## config.mk

```make
export PLATFORM = sky130hd
export DESIGN_NAME = neuron_accumulator
export DESIGN_NICKNAME = d
export VERILOG_FILES = /design/src/rtl/neuron_accumulator.sv
export SDC_FILE = /design/constraint.sdc
export NUM_CORES = 1
export LEC_CHECK = 0
export CAP_MARGIN = 20
export CORE_UTILIZATION = 40
export DETAILED_ROUTE_END_ITERATION = 16
export SETUP_SLACK_MARGIN = 0.15
export SYNTH_ARGS = -nofsm -noshare
export SYNTH_HDL_FRONTEND = slang
export SYNTH_SLANG_ARGS = --single-unit
```

## constraint.sdc

```tcl
create_clock -name clk -period 12.4 [get_ports clk]
set_input_delay 2.48 -clock clk [delete_from_list [all_inputs] [get_ports clk]]
set_output_delay 2.48 -clock clk [all_outputs]
set_load 0.1 [all_outputs]
```

## src/rtl/neuron_accumulator.sv

```systemverilog
// neuron_accumulator: sums NUM_INPUTS signed products per neuron and forwards non-data beats.
// Define ACC_SAT_EN for saturating adds; otherwise the sum wraps modulo 2^SSUM_WIDTH.
module neuron_accumulator #(
  parameter int TYPE_WIDTH = 2,
  parameter int SEQ_WIDTH  = 8,
  parameter int PROD_WIDTH = 16,
  parameter int SSUM_WIDTH = 24,
  parameter int NUM_INPUTS = 4,
  parameter int DATA_TYPE  = 0
) (
  input  logic                  clk,
  input  logic                  rst,
  input  logic                  hlt,
  input  logic                  MUL_ACC_valid,
  input  logic [TYPE_WIDTH-1:0] MUL_ACC_type,
  input  logic [SEQ_WIDTH-1:0]  MUL_ACC_seqNum,
  input  logic [PROD_WIDTH-1:0] MUL_ACC_data,
  output logic                  ACC_AF_valid,
  output logic [TYPE_WIDTH-1:0] ACC_AF_type,
  output logic [SEQ_WIDTH-1:0]  ACC_AF_seqNum,
  output logic [SSUM_WIDTH-1:0] ACC_AF_data,
  output logic                  ACC_err
);
  localparam int CW = $clog2(NUM_INPUTS + 1);
  typedef enum logic {IDLE, ACCUM} state_t;
  state_t state, state_d;
  logic [CW-1:0] cnt, cnt_d, cnt_n;
  logic signed [SSUM_WIDTH-1:0] sum, sum_d, sum_n, ext, base;
  logic signed [SSUM_WIDTH:0] raw;
  logic [SEQ_WIDTH-1:0] seq, seq_d;
  logic is_data, same, done;
  logic v_d, e_d;
  logic [TYPE_WIDTH-1:0] t_d;
  logic [SEQ_WIDTH-1:0] s_d;
  logic [SSUM_WIDTH-1:0] d_d;
  always_comb begin
    ext = SSUM_WIDTH'($signed(MUL_ACC_data));
    is_data = MUL_ACC_type == TYPE_WIDTH'(DATA_TYPE);
    same = state == ACCUM && MUL_ACC_seqNum == seq;
    base = same ? sum : '0;
    raw = (SSUM_WIDTH+1)'(base) + (SSUM_WIDTH+1)'(ext);
`ifdef ACC_SAT_EN
    sum_n = raw[SSUM_WIDTH] != raw[SSUM_WIDTH-1] ?
            (raw[SSUM_WIDTH] ? {1'b1, {(SSUM_WIDTH-1){1'b0}}} : {1'b0, {(SSUM_WIDTH-1){1'b1}}}) :
            raw[SSUM_WIDTH-1:0];
`else
    sum_n = raw[SSUM_WIDTH-1:0];
`endif
    cnt_n = same ? cnt + CW'(1) : CW'(1);
    done = cnt_n == CW'(NUM_INPUTS);
    state_d = state;
    cnt_d = cnt;
    sum_d = sum;
    seq_d = seq;
    v_d = 1'b0;
    e_d = 1'b0;
    t_d = ACC_AF_type;
    s_d = ACC_AF_seqNum;
    d_d = ACC_AF_data;
    if (MUL_ACC_valid && is_data) begin
      // a seqNum change mid-neuron restarts the sum with this beat
      e_d = state == ACCUM && !same;
      seq_d = MUL_ACC_seqNum;
      sum_d = done ? '0 : sum_n;
      cnt_d = done ? '0 : cnt_n;
      state_d = done ? IDLE : ACCUM;
      v_d = done;
      t_d = done ? TYPE_WIDTH'(DATA_TYPE) : ACC_AF_type;
      s_d = done ? MUL_ACC_seqNum : ACC_AF_seqNum;
      d_d = done ? sum_n : ACC_AF_data;
    end else if (MUL_ACC_valid) begin
      v_d = 1'b1;
      t_d = MUL_ACC_type;
      s_d = MUL_ACC_seqNum;
      d_d = ext;
    end
  end
  always_ff @(posedge clk) begin
    if (rst) begin
      state <= IDLE;
      cnt <= '0;
      sum <= '0;
      seq <= '0;
      ACC_AF_valid <= 1'b0;
      ACC_AF_type <= '0;
      ACC_AF_seqNum <= '0;
      ACC_AF_data <= '0;
      ACC_err <= 1'b0;
    end else if (!hlt) begin
      state <= state_d;
      cnt <= cnt_d;
      sum <= sum_d;
      seq <= seq_d;
      ACC_AF_valid <= v_d;
      ACC_AF_type <= t_d;
      ACC_AF_seqNum <= s_d;
      ACC_AF_data <= d_d;
      ACC_err <= e_d;
    end
  end
endmodule

```

==> flow_metrics.env <==
export IMPL_cp_data_arrival_time_ns=6.53
export IMPL_slew_violations=0
export IMPL_tritoncts="yes"
export IMPL_yosys_register_bits=72
export IMPL_syn_to_final_growth_pct=23.6
export IMPL_drt_wl_total_um=11200
export IMPL_n_fill_cell=1002
export IMPL_pin_count=66
export IMPL_whs_path_depth=2
export IMPL_crit_fanout=31
export IMPL_synth_fa_ha_area_share_pct=7.54
export IMPL_drt_pass1_iter_count=7
export IMPL_hold_viol_final=0
export IMPL_ir_drop_v=0.0000602
export IMPL_maxCapViolations=0
export IMPL_synth_simple_area_share_pct=22.1
export IMPL_post_cts_buffers=0
export IMPL_fin_util_pct=50.8
export IMPL_num_rows=37
export IMPL_syn_inst=527
export IMPL_ys_types=56
export IMPL_fp_dieW_um=105
export IMPL_max_freq_mhz=159
export IMPL_clock_latency_ns=0.35
export IMPL_hold_path_end="sum[22]"
export IMPL_grt_max_degree=59
export IMPL_post_dp_hpwl_um=7590
export IMPL_tns_ns=0
export IMPL_h_tree_depth=3
export IMPL_num_antenna_cells=0
export IMPL_holdBufCountCts=0
export IMPL_synth_fp_nets=582
export IMPL_stdcell_area_um2=5250
export IMPL_total_power_mw=0.600
export IMPL_slew_limit_headroom_pct=29.0
export IMPL_dpl_cell_count=704
export IMPL_antenna_found_initial=0
export IMPL_gp_routability_congestion=0.880
export IMPL_port_buffers=65
export IMPL_dpl_instance_area_um2=4970
export IMPL_timing_final_ws_setup_ns=6.10
export IMPL_muxShareOfSynthArea_pct=0
export IMPL_final_common_cell="nand2_1"
export IMPL_via_per_inst=5.47
export IMPL_wl_per_cell_um=15.5
export IMPL_gr_total_overflow=0
export IMPL_rsz0062_at_grt="no"
export IMPL_final_cell_mix="nand2_1 (89), dfxtp_1 (72), clkdlybuf4s50_1 (64)"
export IMPL_cts_root_buf="clkbuf_8"
export IMPL_endpoint_kind="flop"
export IMPL_grt_pass1_wl_um=18400
export IMPL_max_slew_worst_pin_slew_ns=1.06
export IMPL_synth_compound_area_share_pct=26.2
export IMPL_core_um2=10300
export IMPL_synth_flop_cell="dfxtp_1"
export IMPL_yosysWarnings=0
export IMPL_r2r_start="seq[3]"
export IMPL_synth_yosys_seq_area_share_pct=33.9
export IMPL_grt_pass1_vias=3728
export IMPL_fin_skew_ns=0.0105
export IMPL_crit_type="input pin to flop"
export IMPL_worstPathRequired_ns=12.63
export IMPL_fin_crit_ns=6.30
export IMPL_clock_sinks=72
export IMPL_rrSetupSlack_ns=8.41
export IMPL_grt_usage_pct=20.8
export IMPL_clk_pin_slew_worst_paths_ns=0.09
export IMPL_fin_crit_sh_pct=50.8
export IMPL_initial_core_util_pct=41.1
export IMPL_dieArea_um2=11000
export IMPL_r2r_end="ACC_AF_data[20]"
export IMPL_cts_resized=0
export IMPL_layoutNonFillerInstCount=721
export IMPL_die_y_um=105
export IMPL_setup_viol=0
export IMPL_drt_iter0_drc=183
export IMPL_clockBufferDepth=2
export IMPL_ys_async_sr_fraction_pct=0
export IMPL_drc=0
export IMPL_p_leak_nw=2.07
export IMPL_whs_ns=0.443
export IMPL_antenna_left=0
export IMPL_synth_top_family_by_area="compound AO/OA/AOI/OAI gates"
export IMPL_cts_made_buffers=9
export IMPL_powerDensity_nw_per_um2=114
export IMPL_syn_area_um2=4250
export IMPL_vias=3941
export IMPL_rr_worst_depth=15
export IMPL_status="complete, no violations"
export IMPL_min_from="sum[22]"
export IMPL_place_ws_ns=5.74
export IMPL_startpoint_type="input pin"
export IMPL_synth_edf_count=0
export IMPL_avgSynthCellArea_um2=8.06
export IMPL_drive_gt1_share_pct=5.81
export IMPL_fin_nets=635
export IMPL_synth_xor_area_share_pct=6.51
export IMPL_hold_class="flop to flop"
==> final cells by class <==
class                           count  area [µm²]  area share (%)
Clock inverter                      7         126            2.41
Multi-Input combinational cell    420        2660            50.6
Timing Repair Buffer               70         703            13.4
Inverter                            7        26.3           0.501
Tap cell                          136         170            3.24
Sequential cell                    72        1440            27.5
Clock buffer                        9         124            2.36
==> sequential cells by signal, indices dropped and copies added, names as in the netlist <==
name	cells
ACC_AF_seqNum	8
seq	8
sum	24
ACC_AF_valid	1
cnt	3
ACC_err	1
state	1
ACC_AF_data	24
ACC_AF_type	2
==> cells in the mapped netlist, types with 2 or more instances <==
cell type,n,area (µm²)
xnor2_1,12,105
a22oi_1,11,82.6
xor2_1,17,149
and2_1,27,169
nor4_2,3,37.5
clkbuf_1,20,75.1
nor3_2,2,20.0
nor2_1,44,165
nor2b_1,6,37.5
nand3_1,7,35.0
o21bai_1,4,30.0
inv_1,7,26.3
nor3_1,7,35.0
or3_1,2,12.5
and3_1,3,18.8
o31a_1,2,17.5
nand4_1,2,12.5
buf_2,5,25.0
o21ai_0,18,90.1
dfxtp_1,72,1440
o2111ai_1,3,26.3
a21o_1,10,75.1
a311oi_1,11,96.3
a21oi_1,56,280
a31oi_1,7,43.8
a21oi_2,2,17.5
nor3b_1,2,15.0
ha_1,24,300
buf_6,2,22.5
o21a_1,10,75.1
nand2_1,89,334
a22o_1,10,87.6
o211ai_1,4,30.0
a211oi_1,4,30.0
==> where the power goes <==
| part | internal [mW] | total (mW) | switching (mW) |
|---|---|---|---|
| registers | 0.240 | 0.244 | 0.00433 |
| clock network | 0.137 | 0.238 | 0.101 |
| logic | 0.0353 | 0.118 | 0.0830 |
==> critical path, stage by stage <==
cell and delay, ns:
clkdlybuf4s50_1 0.46, xor2_1 0.19, nor4_2 0.32, and3_2 0.61, and2_1 0.21, ha_1 0.19
inv_1 0.06, fa_1 0.40, nor2b_1 0.16, o31a_1 0.18, o2111ai_1 0.14, nand2_1 0.17
a21oi_2 0.10, o41ai_2 0.34, xor2_1 0.13, o311a_1 0.36
==> cell families after synthesis <==
logic type,Yosys count
simple gates,199
compound gates,166
flops,72
buf+inv,35
xor+xnor,30
fa+ha+maj,25
==> per-layer routing <==
layer	vias up	part of all wire [%]	wire length, µm	GRT usage [%]
li1	1989	-	-	-
met1	1828	50	5590	28.6
met2	105	44	4930	32.6
met3	19	4.1	460	3.24
met4	0	2.0	228	7.65
met5	-	0	0	0
==> how the worst max path moves through the flow <==
stage / startpoint / endpoint / cells past startpoint
after floorplan: MUL_ACC_seqNum[2] / ACC_AF_data[20] / 15
after global placement: MUL_ACC_seqNum[3] / ACC_AF_data[20] / 16
after detailed placement: MUL_ACC_seqNum[2] / ACC_AF_data[20] / 16
after CTS: MUL_ACC_seqNum[2] / ACC_AF_data[20] / 16
after global routing: MUL_ACC_seqNum[2] / ACC_AF_data[20] / 16
final: MUL_ACC_seqNum[2] / ACC_AF_data[20] / 16
Note: power is estimated with default switching activity, not from simulation.
